`config.mk`:
```
export PLATFORM = sky130hd
export DESIGN_NAME = mem_fill_ctrl
export DESIGN_NICKNAME = d
export VERILOG_FILES = /design/src/rtl/mem_fill_ctrl.sv
export SDC_FILE = /design/constraint.sdc
export NUM_CORES = 1
export LEC_CHECK = 0
export CORE_MARGIN = 5
export CORE_UTILIZATION = 31
export CTS_CLUSTER_SIZE = 24
export DETAILED_ROUTE_END_ITERATION = 10
export GPL_TIMING_DRIVEN = 0
export PLACE_DENSITY = 0.95
export SYNTH_ARGS = -nofsm -noshare
export SYNTH_HDL_FRONTEND = slang
export SYNTH_SLANG_ARGS = --single-unit
```
`constraint.sdc`:
```
create_clock -name clk -period 3.05 [get_ports clk]
set_clock_uncertainty 0.05 [all_clocks]
set_input_delay 0.61 -clock clk [delete_from_list [all_inputs] [get_ports clk]]
set_output_delay 0.61 -clock clk [all_outputs]
set_load 0.01 [all_outputs]
```
`src/rtl/mem_fill_ctrl.sv`:
```
// Cache-miss fill controller: streams one aligned block from memory into the cache
// data array and slots single-word write-through stores in between fills.
module mem_fill_ctrl #(
    parameter int  ADDR_WIDTH  = 16,
    parameter int  BLOCK_WORDS = 8,
    localparam int IDX_BITS    = $clog2(BLOCK_WORDS),
    localparam int OFS_BITS    = IDX_BITS + 1
) (
    input  logic                  clk,
    input  logic                  rst,
    input  logic                  miss_req,
    input  logic [ADDR_WIDTH-1:0] miss_addr,
    input  logic                  wt_req,
    input  logic [ADDR_WIDTH-1:0] wt_addr,
    input  logic [15:0]           wt_data,
    input  logic [15:0]           mem_rdata,
    output logic [ADDR_WIDTH-1:0] mem_addr,
    output logic [15:0]           mem_wdata,
    output logic                  mem_enable,
    output logic                  mem_wr,
    output logic                  fill_valid,
    output logic [IDX_BITS-1:0]   fill_idx,
    output logic [15:0]           fill_data,
    output logic                  fill_busy,
    output logic                  fill_done,
    output logic                  wt_ack
);

    typedef enum logic [1:0] {
        IDLE = 2'd0,
        FILL = 2'd1,
        DONE = 2'd2
    } state_t;

    state_t                state;
    state_t                next_state;
    logic [IDX_BITS-1:0]   cnt;
    logic [ADDR_WIDTH-1:0] base;
    logic                  accept_miss;
    logic                  last_word;
    logic                  unused_bits;

    // A pending store always wins the IDLE cycle; the miss is taken on the next one.
    assign accept_miss = (state == IDLE) && !wt_req && miss_req;
    assign last_word   = (cnt == IDX_BITS'(BLOCK_WORDS - 1));
    assign unused_bits = ^{miss_addr[OFS_BITS-1:0], wt_addr[0]};

    always_ff @(posedge clk) begin
        if (rst) begin
            state <= IDLE;
            cnt   <= '0;
            base  <= '0;
        end else begin
            state <= next_state;
            if (accept_miss) begin
                base <= {miss_addr[ADDR_WIDTH-1:OFS_BITS], {OFS_BITS{1'b0}}};
                cnt  <= '0;
            end else if (state == FILL) begin
                cnt <= cnt + 1'b1;
            end
        end
    end

    // Outputs are held at zero during reset so the memory image load is undisturbed.
    always_comb begin
        next_state = state;
        mem_addr   = '0;
        mem_wdata  = '0;
        mem_enable = 1'b0;
        mem_wr     = 1'b0;
        fill_valid = 1'b0;
        fill_idx   = '0;
        fill_data  = '0;
        fill_busy  = 1'b0;
        fill_done  = 1'b0;
        wt_ack     = 1'b0;
        if (!rst) begin
            case (state)
                IDLE: begin
                    if (wt_req) begin
                        mem_enable = 1'b1;
                        mem_wr     = 1'b1;
                        mem_addr   = {wt_addr[ADDR_WIDTH-1:1], 1'b0};
                        mem_wdata  = wt_data;
                        wt_ack     = 1'b1;
                    end else if (miss_req) begin
                        next_state = FILL;
                    end
                end
                FILL: begin
                    mem_enable = 1'b1;
                    mem_addr   = base | {{(ADDR_WIDTH-OFS_BITS){1'b0}}, cnt, 1'b0};
                    fill_valid = 1'b1;
                    fill_idx   = cnt;
                    fill_data  = mem_rdata;
                    fill_busy  = 1'b1;
                    if (last_word) begin
                        next_state = DONE;
                    end
                end
                DONE: begin
                    fill_busy  = 1'b1;
                    fill_done  = 1'b1;
                    next_state = IDLE;
                end
                default: begin
                    next_state = IDLE;
                end
            endcase
        end
    end

endmodule

```
==> results.yml <==
routing:
  antenna_left: 0
  drc_errors: 0
  totalWireLength_um: 4550
  firstDrtPassIters: 4
  wl_per_cell_um: 14.22
  vias: 1424
  dr.first_iter.drc_count: 75
  vias_per_cell: 4.450
timing:
  hold_viol: 0
  period_minus_slack_ps: 2973
  max_freq_mhz: 336.3
  finalCritPeriodShare_pct: 97.49
  timing.hold.ws_ps: 405.4
  tightest_slew_ps: 534.4
  slew_violations: 0
  relSlewSlack_pct: 64.38
  finalSetupViolCount: 0
  tns_ps: 0
cells_and_area:
  layout.nets: 348
  antenna_cells: 0
  drive_gt1_share_pct: 6.618
  postLayoutCoreUtil_pct: 67.44
  area_growth_pct: 110.6
  design_area_um2: 2487
  instances_no_fill: 320
pwr:
  irDropWorstVdd_v: 0.0003618
  p_per_area_nw_per_um2: 427.1
  p_leak_uw: 0.001062
cts:
  cts_hold_buffers: 0
  cts_resized: 1
  htree_levels: 1
  cts_buffer_depth: 2
  cts-root-buf: "clkbuf_8"
  cts_tree: "done"
  path_clk_slew_ps: 60
  cts_setup_buffers: 0
  cts_buffers: 3
  clock_latency_ps: 250
  cts.sinks: 17
setup_path:
  r2r_cells: 4
  worstPathRequired_ps: 2390
  critPathArrivalTime_ps: 2310
  critical_path_class: "input pin to output pin"
  r2r_setup_slack_ps: 1380
  start_kind: "input pin"
  rr_startpoint: "state[1]"
  r2r_end: "state[0]"
  cp-end-kind: "output pin"
  cp_max_fo: 11
yosys:
  yosys-top-cells-area: "dfxtp_1, and2_1, a22o_1"
  synth_nets: 225
  yosysWarnings: 0
  yosysSeqAreaShare_pct: 28.81
  synthCells: 150
  synth_edf_count: 0
  netlist.area_leader.share_pct: 28.81
  synth-seq-cells: 17
  ys_types: 21
  syn_area_um2: 1181
  yosys_most_used_dff: "dfxtp_1"
  synth.avg_cell_area_um2: 7.874
  synth_most_common_cell: "and2_1"
  async_reset_ff_share_pct: 0
  yosys-top-cells-count: "and2_1, nand2_1, dfxtp_1"
  yosys.area.top_type: "dfxtp_1"
die:
  die_y_um: 71.73
  die_w_um: 71.73
  initial_core_util_pct: 32.02
  io_pins: 125
  fp.coreArea_um2: 3689
  core.rowCount: 22
  die-area_um2: 5144
global_routing:
  overflow: 0
  grt_max_degree: 12
  grt_usage_pct: 17.23
  grt_pass1_vias: 1497
  antenna_found_initial: 0
  grt_pass1_wl_um: 7176
worst_hold_path:
  min-delay-start: "base[12]"
  hold_end: "base[12]"
  hp-class: "flip-flop to flip-flop"
  hold_depth: 2
place:
  dp_hpwl_um: 3824
  routabilityCongestion: 0.8165
  numPortBuffers: 118
  dp.cells: 316
  placed_cell_area_um2: 2422
job:
  maxCapViolations: 0
outcome:
  status: "completed"
==> kinds of logic (layout without fill, tap and decap cells) <==
group           after synthesis  after routing  share of synthesized area [%]
compound gates               29             29                          17.37
xor+xnor                      1              1                         0.7417
fa+ha+maj                     7              7                          7.415
buf+inv                      18            140                          7.732
flops                        17             17                          28.81
mux                           4              4                          3.390
other cells                   1              1                         0.3175
simple gates                 73             73                          34.22
==> report_power, final <==
| part | switching (uW) | total [uW] | internal, uW |
|---|---|---|---|
| logic | 263 | 624 | 361 |
| clock network | 74.0 | 164 | 90.5 |
| registers | 21.8 | 274 | 252 |
| total | 359 | 1060 | 704 |
==> through the flow <==
step                      setup WS [ps]  total power [uW]
after CTS                         18.44              1073
after global placement           -37.69             887.1
after floorplan                    1059             576.1
final                             76.53              1062
after detailed placement         -44.38             902.4
after global routing             -1.979              1134
==> cell usage in the layout, fill, tap and decap left out, drive strengths merged, types with 2 or more instances in the layout <==
master         count
and3b              3
a21o               4
and2              35
dlymetal6s2s       3
nand2             24
ha                 7
nand2b             4
inv                4
clkbuf             4
a22o              12
nor3               3
mux2i              4
clkdlybuf4s50    115
nor2b              2
buf               13
dfxtp             17
a21oi             12
==> worst max-delay path by stage <==
stage,startpoint,cells after the start,slack (ps),end
floorplan,state[0],6,1060,mem_addr[10]
global placement,wt_req,6,-40,mem_addr[10]
detailed placement,rst,6,-40,mem_addr[9]
CTS,rst,6,20,mem_wdata[11]
global route,wt_req,6,-2,mem_wdata[9]
finish,wt_req,6,80,mem_wdata[12]
==> area by class of cell <==
cell class	count	area, um^2
fillers	314	1201
repair buffers	118	1189
multi-input cells	115	749.5
flip-flops and latches	17	340.3
plain buffers	14	87.58
well taps	48	60.06
clock buffers	3	41.29
inverters	4	15.01
clock inverters	1	5.005
==> sequential cells by signal, indices dropped and copies added (netlist names) <==
| name | count |
|---|---|
| state | 2 |
| cnt | 3 |
| base | 12 |
==> routing by layer <==
metal,vias up,track usage [%],routed length [um]
met3,2,3.927,205
met2,37,32.86,2505
met4,0,2.296,23
li1,733,-,-
met5,-,0,0
met1,652,19.78,1816
==> worst max-delay path, stage by stage <==
cell and delay [ps]:
clkdlybuf4s50_1 530, and3b_1 170, buf_2 160, buf_4 170, and2_1 130, clkdlybuf4s50_1 540
No activity file was read; power rests on OpenSTA's default activity.
